<file path="config.mk">
export PLATFORM = sky130hd
export DESIGN_NAME = nested_affine_agen_flat
export DESIGN_NICKNAME = d
export VERILOG_FILES = /design/src/rtl/nested_affine_agen_if.sv /design/src/rtl/nested_affine_agen.sv /design/src/flat_wrapper.sv
export SDC_FILE = /design/constraint.sdc
export NUM_CORES = 1
export LEC_CHECK = 0
export CORE_MARGIN = 2
export CORE_UTILIZATION = 57
export DETAILED_ROUTE_END_ITERATION = 10
export PLACE_DENSITY = 0.8
export SYNTH_ARGS = -nofsm -noshare
export SYNTH_HDL_FRONTEND = slang
export SYNTH_SLANG_ARGS = --single-unit
</file>
<file path="constraint.sdc">
create_clock -name clk -period 5.4 [get_ports clk]
set_input_delay 1.08 -clock clk [delete_from_list [all_inputs] [get_ports clk]]
set_output_delay 1.08 -clock clk [all_outputs]
set_load 0.05 [all_outputs]
</file>
<file path="src/rtl/nested_affine_agen_if.sv">
// Scheduler-to-address-generator bus for nested_affine_agen.
// Handshake: an address transfers on a rising edge where addr_valid && step; addr_out holds until then.
interface nested_affine_agen_if #(
  parameter int WIDTH = 16,
  parameter int DIMS  = 3
);
  logic                       start;
  logic [$clog2(DIMS+1)-1:0]  cfg_dims;
  logic [WIDTH-1:0]           cfg_offset;
  logic [DIMS*WIDTH-1:0]      cfg_extent;
  logic [DIMS*WIDTH-1:0]      cfg_stride;
  logic                       step;
  logic [WIDTH-1:0]           addr_out;
  logic                       addr_valid;
  logic                       last;
  logic                       busy;
  logic                       done;

  modport master (
    output start, cfg_dims, cfg_offset, cfg_extent, cfg_stride, step,
    input  addr_out, addr_valid, last, busy, done
  );

  modport slave (
    input  start, cfg_dims, cfg_offset, cfg_extent, cfg_stride, step,
    output addr_out, addr_valid, last, busy, done
  );
endinterface

</file>
<file path="src/rtl/nested_affine_agen.sv">
// Nested-loop affine address generator: offset + sum(i_k * stride_k), one address per accepted step.
// Optional NESTED_AGEN_REPEAT_EN: the sweep restarts forever instead of returning to IDLE.
module nested_affine_agen #(
  parameter int WIDTH = 16,
  parameter int DIMS  = 3
) (
  input  logic                clk,
  input  logic                rst,
  nested_affine_agen_if.slave bus,
  output logic                dbg_state
);

  typedef enum logic {IDLE = 1'b0, RUN = 1'b1} state_t;

  state_t           state_q, state_d;
  logic [WIDTH-1:0] cnt_q    [DIMS];
  logic [WIDTH-1:0] base_q   [DIMS];
  logic [WIDTH-1:0] ext_m1_q [DIMS];
  logic [WIDTH-1:0] stride_q [DIMS];
  logic [WIDTH-1:0] offset_q;
  logic [DIMS-1:0]  act_q, cfg_act;
  logic             done_q;

  logic [DIMS-1:0]  sel_oh, lower;
  logic             found;
  logic [WIDTH-1:0] new_base;
  logic             accept, wrap, load;

  always_comb begin
    int dims_i;
    cfg_act = '0;
    dims_i  = int'(bus.cfg_dims);
    if (dims_i == 0 || dims_i > DIMS) dims_i = DIMS;
    for (int k = 0; k < DIMS; k++) cfg_act[k] = (k < dims_i);
  end

  // Lowest active level not yet at its final count; none found means the current address is the last.
  always_comb begin
    found    = 1'b0;
    sel_oh   = '0;
    lower    = '0;
    new_base = base_q[0];
    for (int k = 0; k < DIMS; k++) begin
      if (!found) begin
        if (act_q[k] && cnt_q[k] != ext_m1_q[k]) begin
          found     = 1'b1;
          sel_oh[k] = 1'b1;
          new_base  = base_q[k] + stride_q[k];
        end else begin
          lower[k] = 1'b1;
        end
      end
    end
  end

  assign accept = (state_q == RUN) && bus.step;
  assign wrap   = accept && !found;
  assign load   = (state_q == IDLE) && bus.start;

  always_comb begin
    state_d = state_q;
    case (state_q)
      IDLE: if (bus.start) state_d = RUN;
      RUN: begin
`ifdef NESTED_AGEN_REPEAT_EN
        state_d = RUN;
`else
        if (wrap) state_d = IDLE;
`endif
      end
      default: state_d = IDLE;
    endcase
  end

  always_ff @(posedge clk) begin
    if (rst) state_q <= IDLE;
    else     state_q <= state_d;
  end

  always_ff @(posedge clk) begin
    if (rst) begin
      done_q   <= 1'b0;
      offset_q <= '0;
      act_q    <= '0;
      for (int k = 0; k < DIMS; k++) begin
        cnt_q[k]    <= '0;
        base_q[k]   <= '0;
        ext_m1_q[k] <= '0;
        stride_q[k] <= '0;
      end
    end else begin
      done_q <= wrap;
      if (load) begin
        offset_q <= bus.cfg_offset;
        act_q    <= cfg_act;
        for (int k = 0; k < DIMS; k++) begin
          cnt_q[k]    <= '0;
          base_q[k]   <= bus.cfg_offset;
          stride_q[k] <= bus.cfg_stride[k*WIDTH +: WIDTH];
          // Extent 0 behaves as a single trip, same as extent 1.
          ext_m1_q[k] <= (bus.cfg_extent[k*WIDTH +: WIDTH] == '0) ? '0
                       : bus.cfg_extent[k*WIDTH +: WIDTH] - WIDTH'(1);
        end
      end else if (wrap) begin
        for (int k = 0; k < DIMS; k++) begin
          cnt_q[k] <= '0;
`ifdef NESTED_AGEN_REPEAT_EN
          base_q[k] <= offset_q;
`else
          base_q[k] <= '0;
`endif
        end
      end else if (accept) begin
        for (int k = 0; k < DIMS; k++) begin
          if (sel_oh[k]) begin
            cnt_q[k]  <= cnt_q[k] + WIDTH'(1);
            base_q[k] <= new_base;
          end else if (lower[k]) begin
            cnt_q[k]  <= '0;
            base_q[k] <= new_base;
          end
        end
      end
    end
  end

  assign bus.addr_out   = base_q[0];
  assign bus.addr_valid = (state_q == RUN);
  assign bus.busy       = (state_q == RUN);
  assign bus.last       = (state_q == RUN) && !found;
  assign bus.done       = done_q;
  assign dbg_state      = state_q;

endmodule

</file>
<file path="src/flat_wrapper.sv">
// flat-port wrapper written by rule: the top's interface ports become plain ports
module nested_affine_agen_flat 
#(
  parameter int WIDTH = 16,
  parameter int DIMS  = 3
)
  (clk, rst, dbg_state, bus_start, bus_cfg_dims, bus_cfg_offset, bus_cfg_extent, bus_cfg_stride, bus_step, bus_addr_out, bus_addr_valid, bus_last, bus_busy, bus_done);
  nested_affine_agen_if #(.WIDTH(WIDTH), .DIMS(DIMS)) bus_i ();
  input  logic clk;
  input  logic rst;
  output logic dbg_state;
  input wire logic [$bits(bus_i.start)-1:0] bus_start;
  input wire logic [$bits(bus_i.cfg_dims)-1:0] bus_cfg_dims;
  input wire logic [$bits(bus_i.cfg_offset)-1:0] bus_cfg_offset;
  input wire logic [$bits(bus_i.cfg_extent)-1:0] bus_cfg_extent;
  input wire logic [$bits(bus_i.cfg_stride)-1:0] bus_cfg_stride;
  input wire logic [$bits(bus_i.step)-1:0] bus_step;
  output wire logic [$bits(bus_i.addr_out)-1:0] bus_addr_out;
  output wire logic [$bits(bus_i.addr_valid)-1:0] bus_addr_valid;
  output wire logic [$bits(bus_i.last)-1:0] bus_last;
  output wire logic [$bits(bus_i.busy)-1:0] bus_busy;
  output wire logic [$bits(bus_i.done)-1:0] bus_done;
  assign bus_i.start = bus_start;
  assign bus_i.cfg_dims = bus_cfg_dims;
  assign bus_i.cfg_offset = bus_cfg_offset;
  assign bus_i.cfg_extent = bus_cfg_extent;
  assign bus_i.cfg_stride = bus_cfg_stride;
  assign bus_i.step = bus_step;
  assign bus_addr_out = bus_i.addr_out;
  assign bus_addr_valid = bus_i.addr_valid;
  assign bus_last = bus_i.last;
  assign bus_busy = bus_i.busy;
  assign bus_done = bus_i.done;
  nested_affine_agen #(.WIDTH(WIDTH), .DIMS(DIMS)) u_core (.clk(clk), .rst(rst), .bus(bus_i), .dbg_state(dbg_state));
endmodule
</file>
# Word-level counts from Yosys, hierarchy flattened
# Memory sizes are Yosys's and may differ from the RTL's.
# Index checks and enable logic that the tools add are counted.
[word_totals]
reg_bits = 5
ramBits = 192
in_bits = 118
out_inout_bits = 21
word_cells = 166
mem_count = 4
[classes]
n_addsub = 9
order_cmp = 3
eq_ne = 3
n_mux = 101
bitwise = 31
reduce_logical = 12
[mem_list]
columns = ["name", "words", "word_bits", "read_ports", "rd_clocked_by_memory_dff", "write_ports", "line", "rtl"]
rows = [
  ["u_core.base_q", 3, 16, 3, 0, 3, "nested_affine_agen.sv:17", "logic [WIDTH-1:0] base_q [DIMS];"],
  ["u_core.cnt_q", 3, 16, 3, 0, 3, "nested_affine_agen.sv:16", "logic [WIDTH-1:0] cnt_q [DIMS];"],
  ["u_core.ext_m1_q", 3, 16, 3, 0, 3, "nested_affine_agen.sv:18", "logic [WIDTH-1:0] ext_m1_q [DIMS];"],
  ["u_core.stride_q", 3, 16, 3, 0, 3, "nested_affine_agen.sv:19", "logic [WIDTH-1:0] stride_q [DIMS];"],
]
[ops]
columns = ["operator", "count"]
rows = [
  ["$mux W16", 38],
  ["$mux W1", 61],
  ["$add A16 B1 Y16 const B", 3],
  ["$add A16 B16 Y16", 3],
  ["$logic_not A16 Y1", 3],
  ["$ne A16 B16 Y1", 3],
  ["$sub A16 B1 Y16 const B", 3],
  ["$lt A1 B32 Y1 const A", 1],
  ["$lt A2 B32 Y1 const A", 1],
  ["$lt A3 B32 Y1 const A", 1],
  ["$or A1 B1 Y1", 30],
  ["$logic_and A1 B1 Y1", 7],
  ["$logic_not A2 Y1", 1],
  ["$mux W2", 1],
  ["$pmux W1 S2", 1],
  ["$logic_not A1 Y1", 1],
  ["$not A1 Y1", 1],
]

# Logic depth before layout (Yosys ltp)
# An unclocked memory read counts as a cell.
[logic_depth]
depth_word = 15
mapped_depth = 11
mapped_depth_nobuf = 11

# Worst setup path before layout
# OpenSTA, ideal clock, no wires.
[synth_path]
kind = "input port to flip-flop"
startpoint = "input port bus_start"
endpoint = "memory u_core.cnt_q[2][14]"
setup_ps = 70
arrival_ps = 4457
required_ps = 5330
slack_ps = 873
cell_stages = 8
n_path_buf = 1
cell_sequence = "a21oi_1 -> inv_1 -> a41o_2 -> and2_1 -> buf_4 -> nand3_1 -> or3_1 -> a21oi_1"
[synth_lines]
columns = ["element", "line", "rtl"]
rows = [
  ["start, declared", "flat_wrapper.sv:12", "input wire logic [$bits(bus_i.start)-1:0] bus_start;"],
  ["end, declared", "nested_affine_agen.sv:16", ""],
]

==> impl.org <==
** Outcome
- The run finished with clean final reports.

** Power
- Sequential share of power :: 0.476
- Of the total power, the share spent switching nets is 0.2896.
- Share of total power in the clock network :: 0.326
- Share of total power in combinational logic :: 0.197
- After layout, the design draws a total of approximately 4000 µW.
- Int Pwr :: between 2000 and 3000 µW
- For this design the ratio of total power to cell area is around 290 nW/µm².
- IR Drop Worst-Case VDD :: 0.2248 mV
- In this run the power spent charging and discharging nets is roughly 1100 µW.
- Leakage power summed over all cells :: roughly 0.005 µW

** Min path
- Worst min path class :: reg2reg

** Floorplanning
- Die height :: 144.7 µm
- The initialized floorplan defines just over 50 standard-cell rows.
- Initial cell density of the core :: 0.5796
- Floorplan die width :: approximately 140 µm
- The floorplan step defined a die boundary enclosing between 20,000 and 25,000 µm².
- After floorplanning, the core was sized to cover 19,460 µm².
- I/O pins :: around 140

** Logic synthesis
- Number of synthesized register bits :: just under 200
- Unique cell type count in the Yosys netlist :: a little under 60
- During synthesis, Yosys emitted a total of 0 warnings.
- For this run, the leading register cell type out of synthesis is sky130_fd_sc_hd__edfxtp_1.
- Of all flip-flops after synthesis, the portion carrying an async set or reset was 0.
- The share of the Yosys chip area taken by registers is 0.5058.
- Synthesis produced a netlist with a net count of roughly 1,200.
- The cell area that synthesis handed to floorplanning was 11,280 µm².
- The synthesized design contains between 150 and 200 enable-type register cells.
- Avg Inst Size Synth :: roughly 11 µm²
- In the synthesized netlist, the number of instances is between 1,000 and 1,500.

** Cells and area
- Registers take roughly 5700 µm².
- Top library cells by usage in the layout, fill and taps aside :: sky130_fd_sc_hd__edfxtp_1, sky130_fd_sc_hd__nor2_1, sky130_fd_sc_hd__clkdlybuf4s50_1
- At the end of the flow, the number of nets in the layout was roughly 1,400.
- After filler insertion, the fill cell instance count of the layout stands at ~1,400.
- Total area of multi-input combinational cells :: roughly 5400 µm²
- In the final layout, the share of cells above drive strength 1 is 0.04437.
- The library cell used most frequently in the layout, excluding fill and tap cells, is sky130_fd_sc_hd__edfxtp_1.
- Antenna diode count :: 0
- Relative to the synthesized area, the layout overhead comes to 20.14%.

** GRT
- Via count of the first global-routing pass :: 8,057
- All-layer global routing usage :: 0.2473
- Pin count of the biggest net entering global routing :: 70
- First-pass GRT wire length :: between 30,000 and 40,000 µm
- Summed over all layers, the global routing overflow is 0.
- The number of antenna violations at the first check in global routing is 0.

** Route
- The routed design has between 20,000 and 30,000 µm of wire.
- In the final routing, the length of wire on met1 measures around 11,000 µm.
- Final routed DRC violation total :: 0
- Met3 WL :: approximately 1400 µm
- The routed design uses 12,470 µm of met2 wire.
- For this run, the detailed router's first-pass iteration total came to 5.
- Signal routing reaches up to met4.
- Via Count :: between 8,000 and 9,000
- DRC violation total after the first TritonRoute iteration :: ~570
- The count of nets left with antenna violations once routing finished came out at 0.
- Dividing the detail-routed via count by the number of cells gives approximately 5.7.
- In the final routed layout, each cell accounts on average for approximately 17 µm.

** Placed design
- Detailed placement ended at an HPWL of 18,130 µm.
- Placer's final routability congestion estimate :: approximately 0.9
- Port Buffers :: 138

** Setup path
- The worst setup path is of the reg2out kind.
- Worst r2r path cells :: 9
- Tracing the worst setup path back leads to its startpoint at u_core.cnt_q[1][7].
- Launch instance of the worst register-to-register path :: u_core.cnt_q[1][7]
- Across all register-to-register paths, the minimum setup slack is approximately 1.8 ns.
- End of the critical path :: bus_last
- The worst setup path is captured at an output port.
- For the worst setup path, the data required time is between 4 and 5 ns.
- The slowest stage of the critical path belongs to the cell sky130_fd_sc_hd__clkdlybuf4s50_1.
- CP Max Fanout :: 25
- Walking the worst path, the cells encountered are xnor2_1 > nand4_1 > o41ai_4 > buf_4 > nand2_1 > or2_2 > nor2_1 > clkdlybuf4s50_1.
- The largest single stage delay on the critical path is ~0.85 ns.
- CP startpoint kind :: flop
- Capturing point of the worst reg2reg path :: u_core.cnt_q[1][4]
- Worst endpoint data arrival time :: between 3 and 4 ns

** Timing
- Measured against its own limit, the worst slew margin works out to 0.2746.
- Final number of hold-violating endpoints :: 0
- Final number of setup-violating endpoints :: 0
- Between clock sinks in the finished design, the worst skew comes to roughly 0.011 ns.
- Slew Viols, Final :: 0
- Total negative slack :: 0 ns
- For the pin with the worst max-slew slack, the measured transition is about 1.1 ns.
- Unrepaired setup endpoints after global routing :: false
- Derived from the worst setup path, the maximum achievable clock frequency is approximately 0.22 GHz.
- Dividing the final minimum period by the clock period gives 0.8576.
- The routed design could run at a clock period as short as 4.631 ns.

** Clock network
- Total number of H-tree levels :: 4
- The number of hold buffers added after CTS was 0.
- Resized Gates After CTS :: 0
- Clock-pin slew on the worst setup and hold paths :: ~0.080 ns
- Total clock buffers created by CTS :: 17
- The tree is rooted in a sky130_fd_sc_hd__clkbuf_16.
- No sink is reached through more buffers than the 2 on the longest clock path.
- TritonCTS sink count :: 197
- The number of setup buffers added after CTS is 0.
- TritonCTS built the clock tree.
- The clock reaches the later pin of the worst-skew pair after between 0.4 and 0.5 ns.

** Flow run
- Number of maximum-capacitance constraint violations :: 0
critical path: cells and delay by family, from the launching register on:
family,cells,cell delay [ns]
buffers and inverters,2,1.19
and+or+nand+nor,4,0.88
DFF,1,0.47
AOI/OAI and AO/OA,1,0.35
xor gates and xnor gates,1,0.22
power groups by stage:
stage / clock, µW / combinational, µW / sequential, µW
6_report: 1290 / 778 / 1880
5_1_grt: 1350 / 851 / 1890
4_1_cts: 1290 / 774 / 1880
3_5_place_dp: 0 / 764 / 1910
3_3_place_gp: 0 / 749 / 1910
2_1_floorplan: 0 / 468 / 1930
kinds of logic after synthesis:
logic type      Yosys count  share of synthesized area
fa+ha+maj                56                    0.06412
mux                       5                   0.004548
buf+inv                  55                    0.01974
flops                   197                     0.5058
compound gates          176                     0.1036
xor+xnor                155                     0.1204
simple gates            423                     0.1818
per-layer routing:
layer,vias up,global-route usage
met1,4000,0.3320
met5,-,0
met3,48,0.03751
li1,4129,-
met4,0,0.07409
met2,298,0.4183
area by class of cell:
class,count,share of cell area
Timing Repair Buffer,147,0.1069
Tap cell,265,0.02447
Sequential cell,197,0.4210
Clock inverter,15,0.01265
Multi-Input combinational cell,815,0.3963
Inverter,26,0.007294
Clock buffer,17,0.03139
registers in the layout, summed over array words and instances, names as in the netlist:
name / count
u_core.bus.addr_valid: 1
u_core.cnt_q: 48
u_core.ext_m1_q: 48
u_core.bus.done: 1
u_core.act_q: 3
u_core.base_q: 48
u_core.stride_q: 48
synthesized netlist by cell type (all sizes together) (6+ instances only):
library cell	n	area [µm²]
o21a	12	90.09
xor2	49	429.2
buf	10	53.80
ha	53	663.1
inv	26	97.59
or3	9	56.30
o211ai	7	52.55
xnor2	106	928.4
dfxtp	21	420.4
a211oi	7	52.55
clkbuf	19	71.32
nand2b	18	112.6
and2	54	337.8
nor4	13	81.33
a21o	11	82.58
o21ai	57	289.0
nand3	30	150.1
nand4	24	150.1
nor3	29	145.1
a21oi	34	170.2
a32o	6	60.06
a31oi	6	37.54
nor2	144	540.5
nand2	71	266.5
or4	6	45.04
edfxtp	176	5285
and3	13	81.33
through the flow:
stage	cells	setup slack [ns]	hold slack (ns)	cell area (µm²)	utilization
after global placement	1450	1.303	0.4998	12950	0.6656
final	1482	0.7688	0.5208	13550	0.6963
after CTS	1482	0.7543	0.5237	13550	0.6963
after global routing	1482	0.5787	0.5291	13550	0.6963
after detailed placement	1450	1.239	0.5144	12950	0.6656
after floorplan	1067	0.8725	0.4432	11280	-
how the worst min path moves through the flow:
stage | startpoint | endpoint | cells after the start
floorplan | u_core.act_q[2] | u_core.act_q[2] | 1
global placement | u_core.act_q[1] | u_core.act_q[1] | 2
detailed placement | u_core.act_q[1] | u_core.act_q[1] | 2
CTS | u_core.act_q[1] | u_core.act_q[1] | 2
global route | u_core.act_q[1] | u_core.act_q[1] | 2
finish | u_core.act_q[1] | u_core.act_q[1] | 2
Power figures use the tool's default switching activity.
